File: config.mk
export PLATFORM = sky130hd
export DESIGN_NAME = mem_stage_lsu
export DESIGN_NICKNAME = d
export VERILOG_FILES = /design/src/rtl/mem_stage_pkg.sv /design/src/rtl/mem_stage_lsu_load_extender.sv /design/src/rtl/mem_stage_lsu.sv
export SDC_FILE = /design/constraint.sdc
export NUM_CORES = 1
export LEC_CHECK = 0
export CELL_PAD_IN_SITES_DETAIL_PLACEMENT = 1
export CELL_PAD_IN_SITES_GLOBAL_PLACEMENT = 1
export CORE_UTILIZATION = 29
export DETAILED_ROUTE_END_ITERATION = 10
export MAX_ROUTING_LAYER = met4
export PLACE_DENSITY = 0.82
export SYNTH_ARGS = -nofsm -noshare
export SYNTH_HDL_FRONTEND = slang
export SYNTH_SLANG_ARGS = --single-unit
File: constraint.sdc
create_clock -name clk -period 2.5 [get_ports clk]
set_clock_uncertainty 0.2 [all_clocks]
set_input_delay 0.5 -clock clk [delete_from_list [all_inputs] [get_ports clk]]
set_output_delay 0.5 -clock clk [all_outputs]
set_load 0.005 [all_outputs]
File: src/rtl/mem_stage_pkg.sv
// -----------------------------------------------------------------------------
// mem_stage_pkg
// Shared types and helpers for the MEM-stage load/store unit:
//   - state_e      : two-state bus sequencer (IDLE, ACCESS)
//   - F3_*         : funct3 encodings for access size/sign
//   - memwb_t      : contents of the MEM/WB pipeline register
//   - mem_req_t    : a bus request captured when it is launched
//   - helpers      : funct3 legality, alignment, byte enables, lane replication
// -----------------------------------------------------------------------------
package mem_stage_pkg;

  typedef enum logic {
    IDLE   = 1'b0,
    ACCESS = 1'b1
  } state_e;

  localparam logic [2:0] F3_B  = 3'b000;
  localparam logic [2:0] F3_H  = 3'b001;
  localparam logic [2:0] F3_W  = 3'b010;
  localparam logic [2:0] F3_BU = 3'b100;
  localparam logic [2:0] F3_HU = 3'b101;

  typedef struct packed {
    logic [31:0] read_data;
    logic [31:0] alu_result;
    logic [4:0]  rd;
    logic        reg_write;
    logic        mem_to_reg;
  } memwb_t;

  // A bubble is the all-zero MEM/WB word: no register write, no load select.
  localparam memwb_t MEMWB_BUBBLE = '0;

  typedef struct packed {
    logic [31:0] addr;       // full effective address; low bits pick the load lane
    logic        we;
    logic [31:0] wdata;
    logic [3:0]  be;
    logic [2:0]  funct3;
    logic [4:0]  rd;
    logic        reg_write;
    logic        mem_to_reg;
  } mem_req_t;

  // Unsigned variants only exist for loads.
  function automatic logic funct3_legal(input logic [2:0] funct3, input logic is_store);
    logic legal;
    case (funct3)
      F3_B, F3_H, F3_W: legal = 1'b1;
      F3_BU, F3_HU:     legal = !is_store;
      default:          legal = 1'b0;
    endcase
    return legal;
  endfunction

  function automatic logic addr_misaligned(input logic [2:0] funct3, input logic [1:0] addr_lo);
    logic mis;
    case (funct3)
      F3_H, F3_HU: mis = addr_lo[0];
      F3_W:        mis = (addr_lo != 2'b00);
      default:     mis = 1'b0;
    endcase
    return mis;
  endfunction

  // size is funct3[1:0]: 00 byte, 01 halfword, otherwise word.
  function automatic logic [3:0] byte_enables(input logic [1:0] size, input logic [1:0] addr_lo);
    logic [3:0] be;
    case (size)
      2'b00:   be = 4'b0001 << addr_lo;
      2'b01:   be = 4'b0011 << addr_lo;
      default: be = 4'b1111;
    endcase
    return be;
  endfunction

  // Replicating the datum across every lane lets the byte enables alone pick
  // the target bytes, so no address-dependent shifter is needed on the bus.
  function automatic logic [31:0] store_lanes(input logic [1:0] size, input logic [31:0] data);
    logic [31:0] lanes;
    case (size)
      2'b00:   lanes = {4{data[7:0]}};
      2'b01:   lanes = {2{data[15:0]}};
      default: lanes = data;
    endcase
    return lanes;
  endfunction

endpackage

File: src/rtl/mem_stage_lsu_load_extender.sv
// -----------------------------------------------------------------------------
// load_extender
// Combinational load formatter: picks the addressed byte/halfword out of the
// returned memory word and sign- or zero-extends it to 32 bits.
//   rdata_i   : word returned by data memory
//   addr_lo_i : effective address bits [1:0]
//   funct3_i  : access size/sign (F3_B, F3_H, F3_W, F3_BU, F3_HU)
//   value_o   : value to be written back
// -----------------------------------------------------------------------------
module load_extender
  import mem_stage_pkg::*;
(
  input  logic [31:0] rdata_i,
  input  logic [1:0]  addr_lo_i,
  input  logic [2:0]  funct3_i,
  output logic [31:0] value_o
);

  logic [7:0]  byte_lane;
  logic [15:0] half_lane;

  always_comb begin
    case (addr_lo_i)
      2'd0:    byte_lane = rdata_i[7:0];
      2'd1:    byte_lane = rdata_i[15:8];
      2'd2:    byte_lane = rdata_i[23:16];
      default: byte_lane = rdata_i[31:24];
    endcase
    // Halfword accesses are aligned by the time they get here, so bit 1 alone
    // selects the lane.
    half_lane = addr_lo_i[1] ? rdata_i[31:16] : rdata_i[15:0];
  end

  always_comb begin
    // NOTE: assigning a default before the case guarantees every path drives
    // value_o, so no latch is inferred for unlisted funct3 codes.
    value_o = rdata_i;
    case (funct3_i)
      F3_B:    value_o = {{24{byte_lane[7]}}, byte_lane};
      F3_H:    value_o = {{16{half_lane[15]}}, half_lane};
      F3_BU:   value_o = {24'b0, byte_lane};
      F3_HU:   value_o = {16'b0, half_lane};
      default: value_o = rdata_i;
    endcase
  end

endmodule

File: src/rtl/mem_stage_lsu.sv
// -----------------------------------------------------------------------------
// mem_stage_lsu
// MEM pipeline stage with a stalling load/store unit in front of a
// request/ready data-memory port, and the MEM/WB pipeline register.
//
// Ports
//   clk, rst                 : clock; synchronous active-high reset
//   clear_pipeline           : flush; the MEM/WB slot becomes a bubble
//   mem_read_in/mem_write_in : EX/MEM M-control (load / store)
//   funct3_in                : access size and sign
//   alu_result_in            : effective address (or ALU result for non-memory ops)
//   alu_read_data_2_in       : store data
//   instruction_11_7_in      : rd
//   reg_write_in, mem_to_reg_in : EX/MEM WB-control
//   dmem_req/we/addr/wdata/be : data-memory request (addr word aligned)
//   dmem_ready, dmem_rdata   : memory completion and read word
//   stall                    : freezes upstream pipeline registers (combinational)
//   misaligned               : one-cycle registered fault pulse
//   read_data_out, alu_result_out, instruction_11_7_out,
//   reg_write_out, mem_to_reg_out : MEM/WB register contents
//
// Operation
//   A legal memory op in IDLE raises dmem_req in that same cycle and moves to
//   ACCESS, where the captured request is held until dmem_ready. MEM/WB is
//   written on the completing edge. Every op passes through IDLE, so the
//   minimum memory latency is two cycles. A flush during ACCESS cannot abort
//   the bus transfer; it is remembered in kill_q and turns the completion into
//   a bubble.
// -----------------------------------------------------------------------------
module mem_stage_lsu
  import mem_stage_pkg::*;
#(
  parameter int data_bits = 32
) (
  input  logic                 clk,
  input  logic                 rst,
  input  logic                 clear_pipeline,
  input  logic                 mem_read_in,
  input  logic                 mem_write_in,
  input  logic [2:0]           funct3_in,
  input  logic [data_bits-1:0] alu_result_in,
  input  logic [data_bits-1:0] alu_read_data_2_in,
  input  logic [4:0]           instruction_11_7_in,
  input  logic                 reg_write_in,
  input  logic                 mem_to_reg_in,
  output logic                 dmem_req,
  output logic                 dmem_we,
  output logic [data_bits-1:0] dmem_addr,
  output logic [data_bits-1:0] dmem_wdata,
  output logic [3:0]           dmem_be,
  input  logic                 dmem_ready,
  input  logic [data_bits-1:0] dmem_rdata,
  output logic                 stall,
  output logic                 misaligned,
  output logic [data_bits-1:0] read_data_out,
  output logic [data_bits-1:0] alu_result_out,
  output logic [4:0]           instruction_11_7_out,
  output logic                 reg_write_out,
  output logic                 mem_to_reg_out
);

  state_e   state_q, state_d;
  logic     kill_q, kill_d;
  logic     misaligned_q, misaligned_d;
  memwb_t   memwb_q, memwb_d;
  mem_req_t req_q, req_d;

  mem_req_t    req_new;
  logic        op;
  logic        fault;
  logic        launch;
  logic [31:0] load_value;

  logic [31:0] bus_addr;
  logic        bus_we;
  logic [31:0] bus_wdata;
  logic [3:0]  bus_be;

  // ---------------------------------------------------------------------------
  // Decode of the instruction sitting in EX/MEM
  // ---------------------------------------------------------------------------
  assign op     = mem_read_in | mem_write_in;
  assign fault  = op & (!funct3_legal(funct3_in, mem_write_in)
                        | addr_misaligned(funct3_in, alu_result_in[1:0]));
  assign launch = op & !fault & !clear_pipeline;

  assign req_new = '{
    addr:       alu_result_in,
    we:         mem_write_in,
    wdata:      store_lanes(funct3_in[1:0], alu_read_data_2_in),
    be:         byte_enables(funct3_in[1:0], alu_result_in[1:0]),
    funct3:     funct3_in,
    rd:         instruction_11_7_in,
    reg_write:  reg_write_in,
    mem_to_reg: mem_to_reg_in
  };

  // Lane selection uses the captured address/funct3, which are stable for the
  // whole ACCESS period.
  load_extender u_load_extender (
    .rdata_i   (dmem_rdata),
    .addr_lo_i (req_q.addr[1:0]),
    .funct3_i  (req_q.funct3),
    .value_o   (load_value)
  );

  // ---------------------------------------------------------------------------
  // Next-state, bus and MEM/WB logic
  // ---------------------------------------------------------------------------
  always_comb begin
    state_d      = state_q;
    kill_d       = kill_q;
    misaligned_d = 1'b0;
    memwb_d      = memwb_q;
    req_d        = req_q;
    dmem_req     = 1'b0;
    bus_addr     = '0;
    bus_we       = 1'b0;
    bus_wdata    = '0;
    bus_be       = '0;
    stall        = 1'b0;

    case (state_q)
      IDLE: begin
        if (clear_pipeline) begin
          // A flushed instruction is squashed before it can fault or request.
          memwb_d = MEMWB_BUBBLE;
        end else if (fault) begin
          misaligned_d = 1'b1;
          memwb_d      = MEMWB_BUBBLE;
        end else if (op) begin
          // Request goes out this cycle straight from EX/MEM; it is captured
          // so the bus stays stable regardless of upstream activity.
          dmem_req  = 1'b1;
          bus_addr  = req_new.addr;
          bus_we    = req_new.we;
          bus_wdata = req_new.wdata;
          bus_be    = req_new.be;
          stall     = 1'b1;
          req_d     = req_new;
          state_d   = ACCESS;
        end else begin
          memwb_d = '{
            read_data:  '0,
            alu_result: alu_result_in,
            rd:         instruction_11_7_in,
            reg_write:  reg_write_in,
            mem_to_reg: mem_to_reg_in
          };
        end
      end

      ACCESS: begin
        dmem_req  = 1'b1;
        bus_addr  = req_q.addr;
        bus_we    = req_q.we;
        bus_wdata = req_q.wdata;
        bus_be    = req_q.be;
        if (dmem_ready) begin
          state_d = IDLE;
          kill_d  = 1'b0;
          // A flush arriving on the completion cycle itself also kills it.
          if (kill_q || clear_pipeline || req_q.we) begin
            memwb_d = MEMWB_BUBBLE;
          end else begin
            memwb_d = '{
              read_data:  load_value,
              alu_result: req_q.addr,
              rd:         req_q.rd,
              reg_write:  req_q.reg_write,
              mem_to_reg: req_q.mem_to_reg
            };
          end
        end else begin
          stall  = 1'b1;
          kill_d = kill_q | clear_pipeline;
        end
      end

      default: state_d = IDLE;
    endcase
  end

  assign dmem_addr  = {bus_addr[31:2], 2'b00};
  assign dmem_we    = bus_we;
  assign dmem_wdata = bus_wdata;
  assign dmem_be    = bus_be;

  // ---------------------------------------------------------------------------
  // State registers
  // ---------------------------------------------------------------------------
  always_ff @(posedge clk) begin
    // NOTE: non-blocking assignments make every register sample its _d value
    // from before the edge, independent of statement order.
    if (rst) begin
      state_q      <= IDLE;
      kill_q       <= 1'b0;
      misaligned_q <= 1'b0;
      memwb_q      <= MEMWB_BUBBLE;
      req_q        <= '0;
    end else begin
      state_q      <= state_d;
      kill_q       <= kill_d;
      misaligned_q <= misaligned_d;
      memwb_q      <= memwb_d;
      req_q        <= req_d;
    end
  end

  assign misaligned           = misaligned_q;
  assign read_data_out        = memwb_q.read_data;
  assign alu_result_out       = memwb_q.alu_result;
  assign instruction_11_7_out = memwb_q.rd;
  assign reg_write_out        = memwb_q.reg_write;
  assign mem_to_reg_out       = memwb_q.mem_to_reg;

endmodule

==> results of run 1 <==
how the worst max path moves through the flow:
| stage | startpoint | to | slack [ps] | cells after the start |
|---|---|---|---|---|
| final | funct3_in[2] | dmem_wdata[2] | -230 | 10 |
| after global routing | funct3_in[2] | dmem_wdata[2] | -270 | 10 |
| after CTS | funct3_in[2] | dmem_addr[18] | -350 | 12 |
| after detailed placement | funct3_in[2] | dmem_wdata[10] | -1080 | 7 |
| after global placement | funct3_in[2] | dmem_wdata[10] | -1040 | 7 |
| after floorplan | alu_result_in[0] | dmem_wdata[30] | -2 | 8 |
what timing repair did:
item / CTS / global route
pin swaps: 82 / 35
buffers inserted: 70 / 22
resized for setup: 496 / 59
hold buffers: 0 / 0
gates cloned: 8 / 0
endpoints found under the setup margin: 80 / 151
kinds of logic after synthesis:
| family | share of synthesized area, % |
|---|---|
| AOI/OAI and AO/OA | 29.0 |
| buffers and inverters | 4.96 |
| DFF | 43.8 |
| muxes | 4.08 |
| other | 0.0537 |
| and+or+nand+nor | 18.1 |
final cells by class:
cell class,count,share of cell area (%)
Multi-Input combinational cell,618,34.1
Timing Repair Buffer,431,32.6
Sequential cell,153,24.7
Clock buffer,19,3.58
Tap cell,319,3.22
Clock inverter,13,1.55
Antenna cell,5,0.101
Inverter,3,0.0910
report_power, final:
group / switching, W / leakage (nW) / total [W] / internal [W]
Sequential: 0.0000574 / 1.24 / 0.00258 / 0.00252
Combinational: 0.000609 / 3.83 / 0.00126 / 0.000646
Clock: 0.00113 / 0.306 / 0.00284 / 0.00171
cells in the final DEF, fill, tap and decap left out, types with 3 or more instances in the layout:
cell type        Yosys  final
dfxtp_1            153    152
clkdlybuf4s50_1      0    174
a211oi_1            18     18
buf_12               0     23
a21o_1               7      7
buf_6                0     37
mux2i_1             24     23
o2bb2ai_1           31     31
buf_2               25     51
a21oi_1             91     91
bufinv_16            0      4
inv_1                3      3
buf_4                4    137
o21ai_0             38     19
nand2_4              0     50
clkbuf_16            0     17
a22o_1              78     78
diode_2              0      5
nor2_1              26     24
o21ai_2              0     13
a211o_1              7      7
nand2b_1             3      3
o21ai_4              0      6
nor2b_1              9      9
a221oi_1             7      7
nand2_1            247    164
nand3b_1             9      9
nand2_2              0     32
sequential cells by signal, summed over array words and instances, names as in the netlist, 5 cells and up:
signal	cells
req_q	79
alu_result_out	32
read_data_out	32
instruction_11_7_out	5
per-stage QoR:
stage | hold WS (ps) | worst slack, ps | setup TNS, ps | util (%)
2_1_floorplan | 236 | -2.09 | -43.7 | -
3_3_place_gp | 242 | -1040 | -92390 | 44.4
3_5_place_dp | 247 | -1080 | -101220 | 44.4
4_1_cts | 182 | -349 | -14130 | 51.8
5_1_grt | 137 | -273 | -11730 | 52.6
6_report | 149 | -229 | -8280 | 52.6
layer usage:
layer	wire (microns)	part of all wire, %	GRT usage, %
met1	12800	41	29.2
met2	16000	51	44.4
met3	1630	5.2	5.56
met4	1030	3.3	10.7
met5	0	0	-
worst max-delay path: stages:
cell	delay, ps
buf_12	120
nor4_4	350
buf_4	170
o221a_4	260
buf_12	150
buf_6	110
buf_6	100
nand2_4	60
nand2_2	90
buf_2	120
==> flow_summary.toml, run 1 <==
[layout]
multi_input_area_sq_mm = 0.00422
nets = 1336
stdcell_area_sq_mm = 0.0124
area_delta_synth_final_pct = 77.2
seq_area_sq_mm = 0.00306
fillers = 2688
layout-drive-gt1-share_pct = 32.7
final_cell_count_no_fill = 1561

[grt]
antenna_found_initial = 3
grt_max_degree = 73
grt_pass1_wl_microns = 47400
overflow = 0
grt_pass1_vias = 8503
grtUsageTotal_pct = 25.9

[place]
dpl_cell_area_sq_mm = 0.0104
hpwl_microns = 19200
gp_congestion = 0.811
dp_cells = 1440
io_buffers = 252

[clock_network]
cts_buffer_depth = 2
cts_buffers = 17
clk_pin_slew_ps = 60
tritoncts = "built"
clk-insertion-delay-late_ps = 420
htreeDepth = 4
clock-sinks = 153
root_buffer = "clkbuf_16"

[critical_path]
worstReg2RegStart = "state_q$_SDFF_PP0_"
ff2ff_setup_slack_ps = 190
endpoint_kind = "output port"
r2r_cells = 10
worstPathArrival_ps = 2030
worstSetupPathType = "input pin to output port"
start_kind = "input pin"
crit_fanout = 4
worstPathRequired_ps = 1800
rr_endpoint = "req_q[27]$_SDFFE_PP0P_"

[power]
power.density_mw_per_mm2 = 540
power.total_w = 0.00668
leakagePower_nw = 5.38
vdd_drop_max_mv = 0.467

[die]
die_y_microns = 157
rows = 56
start_util_pct = 29.7
core_area_sq_mm = 0.0235
dieWidth_microns = 157
die-area_sq_mm = 0.0247
ios = 255

[synth]
synth_edf_count = 0
ys_ff_latch = 153
ys_seq_area_share_pct = 43.8
yosys-top-cells-area = "dfxtp_1 44%, nand2_1 13%, a22o_1 9.8%"
yosysWarnings = 0
synth_top_area_share_pct = 43.8
ys_top_cells_by_count = "247 x nand2_1, 153 x dfxtp_1, 91 x a21oi_1"
syn_area_per_cell_sq_um = 8.22
netlist_instances = 850
synth_area_sq_mm = 0.00699
ys_types = 40
synth_most_common_cell = "nand2_1"
yosysTopAreaCell = "dfxtp_1"
async_flop_share_pct = 0
synthFlopType = "dfxtp_1"

[sta]
setup_slack_ps = -229
rsz0062_at_grt = "yes"
fmaxAchievable_ghz = 0.366
slew_viol_final = 0
slew_headroom_pct = 23.3
fin_crit_sh_pct = 109
period_needed_ps = 2730
setup_viol = 58
tightest_slew_ps = 1150
finalHoldViolCount = 0

[routing]
wire_per_inst_microns = 20.1
routed_wl_microns = 31500
num_vias = 8010
first_iter_violations = 378
via_per_inst = 5.13
firstDrtPassIters = 4
ant_nets = 0
drc = 0

[min_path]
whs_path_depth = 3
hold_path_class = "input pin to register"
hold_start = "funct3_in[2]"
hold_path_end = "req_q[9]$_SDFFE_PP0P_"

[run_status]
status = "finished with violations"
violations = "setup timing"

[run]
maxCapViolCount = 0
Power figures use the tool's default switching activity.
==> run 2, diff against run 1 <==
Settings changed: ABC_CLOCK_PERIOD_IN_PS set to 2500.
==> results of run 2 <==
Final layout, timing and power as in run 1 (identical DEF).
==> run 3, diff against run 2 <==
Settings changed: ABC_CLOCK_PERIOD_IN_PS 2500 to 3000, CELL_PAD_IN_SITES_DETAIL_PLACEMENT 1 to 0, CORE_UTILIZATION 29 to 32, PLACE_DENSITY 0.82 to 0.85, SLEW_MARGIN set to 20.
Clock period 2.5 ns to 3 ns, I/O delays scaled along.
==> run 3 against run 2 <==
Effect of this change: the flow now finishes without violations; hold slack better by 75 ps; via count shrank 9.0%; final cell count decreased by 7.4%; clock power decreased by 26%; wire length shrank 23%; flip-flop and latch count unchanged; register-to-register slack improved by 600 ps; non-clock buffer count is 68 lower; cell area shrank 10%; die area down 9.3%; critical path type unchanged.
==> flow_summary.toml, run 3 (synthesis results as in run 1) <==
[critical_path]
crit_top_cell = "nand2_1"
cp.buffers_inverters = 4
endpoint_kind = "output port"
crit_chain = "dlygate4sd2_1 -> a221oi_4 -> o221a_4 -> buf_6 -> bufbuf_16 -> nand2_1 -> nand2_1 -> clkdlybuf4s15_2"
critPathTopFamily = "buffers and inverters"
cp_slowest_cell = "a221oi_4"
critPathMaxStageDelay_ps = 310
start_kind = "input pin"
crit_fanout = 6
worstPathRequired_ps = 2200
worstSetupPathType = "input pin to output port"
worstPathArrival_ps = 2100

[routing]
ant_nets = 0
wl_met3_microns = 1290
first_iter_violations = 278
wire_per_inst_microns = 16.9
num_vias = 7286
via_per_inst = 5.04
drt-met1-wl_microns = 11000
drc = 0
met2_length_microns = 11400
routed_wl_microns = 24400
highest_layer = "met4"
firstDrtPassIters = 5

[sta]
rsz0062_at_grt = "no"
slew_viol_final = 0
setup_viol = 0
fmaxAchievable_ghz = 0.344
period_needed_ps = 2900
fin_crit_sh_pct = 96.8
slew_headroom_pct = 53.0
whs_ps = 224
finalSetupTns_ps = 0
tightest_slew_ps = 705
finalHoldViolCount = 0

[die]
ios = 255
dieWidth_microns = 150
die_y_microns = 150
die-area_sq_mm = 0.0224
rows = 53
start_util_pct = 32.9
core_area_sq_mm = 0.0212

[grt]
grt_pass1_vias = 6799
grt_pass1_wl_microns = 37200
antenna_found_initial = 2
grtUsageTotal_pct = 22.0
grt_max_degree = 73
overflow = 0

[clock_network]
clk_pin_slew_ps = 60
cts_buffers = 17
htreeDepth = 4
cts_buffer_depth = 2
cts_hold_buf = 0
root_buffer = "clkbuf_16"
clock-sinks = 153
clk-insertion-delay-late_ps = 410
tritoncts = "built"

[layout]
nets = 1268
largest_reg_flops = 79
multi_input_area_sq_mm = 0.00371
fillers = 2054
area_delta_synth_final_pct = 58.8
layout-drive-gt1-share_pct = 20.0
seq_area_sq_mm = 0.00306
final_cell_mix = "230 x nand2_1, 174 x clkdlybuf4s50_1, 152 x dfxtp_1"
final_common_cell = "nand2_1"
postLayoutCoreUtil_pct = 52.3
largest-register = "req_q"

[run]
maxCapViolCount = 0

[place]
hpwl_microns = 16600
gp_congestion = 0.813
io_buffers = 252

[run_status]
status = "finished clean"

[power]
leakagePower_nw = 4.64
vdd_drop_max_mv = 0.381
power.density_mw_per_mm2 = 461

[min_path]
hold_path_class = "input pin to register"
run 3: worst register-to-register path, cell delays in order, from the launching register on:
cell and delay (ps):
dfxtp_2 330, nor2_1 90, buf_4 160, o221ai_4 130, buf_12 160, buf_6 120, buf_4 130, buf_4 190
a21oi_4 210, buf_12 230, a22o_1 200
run 3: final timing paths:
check / from / endpoint / slack (ps) / cells after the start
setup / recovery: mem_write_in / dmem_addr[2] / 100 / 8
hold / removal: rst / req_q[9]$_SDFFE_PP0P_ / 220 / 2
setup reg to reg: state_q$_SDFF_PP0_ / alu_result_out[8]$_SDFFE_PP0P_ / 790 / 10
hold reg to reg: req_q[3]$_SDFFE_PP0P_ / req_q[3]$_SDFFE_PP0P_ / 260 / 2
run 3: cell type report:
class | count | share of cell area (%)
Multi-Input combinational cell | 618 | 33.5
Timing Repair Buffer | 363 | 30.4
Sequential cell | 153 | 27.6
Clock buffer | 21 | 4.24
Tap cell | 275 | 3.10
Clock inverter | 11 | 1.02
Inverter | 3 | 0.102
Antenna cell | 2 | 0.0451
run 3: metrics by stage:
| stage | total power (W) | setup slack, ps | instance area, sq um | instances |
|---|---|---|---|---|
| global placement | 0.00301 | -660 | 10400 | 1393 |
| global route | 0.00533 | 22.3 | 11100 | 1446 |
| detailed placement | 0.00302 | -694 | 10400 | 1393 |
| floorplan | 0.00253 | 273 | 6990 | 851 |
| CTS | 0.00517 | -23.6 | 11100 | 1442 |
| finish | 0.00511 | 96.2 | 11100 | 1446 |
run 3: what timing repair did:
| item | in CTS | in global routing |
|---|---|---|
| gates cloned | 3 | 1 |
| buffers inserted | 15 | 2 |
| pin swaps | 13 | 12 |
| gates resized for setup | 236 | 50 |
| setup endpoints to repair | 69 | 64 |
run 3: routing by layer:
metal  vias up  track usage, %
li1       3626               -
met4         0            8.48
met3        41            4.12
met2       208            34.6
met1      3411            27.9
met5         -               -
run 3: report_power, final:
part	internal (W)	total, W	switching [W]
Combinational	0.000454	0.000855	0.000401
Sequential	0.00210	0.00215	0.0000442
Clock	0.00122	0.00211	0.000886
Total	0.00378	0.00511	0.00133
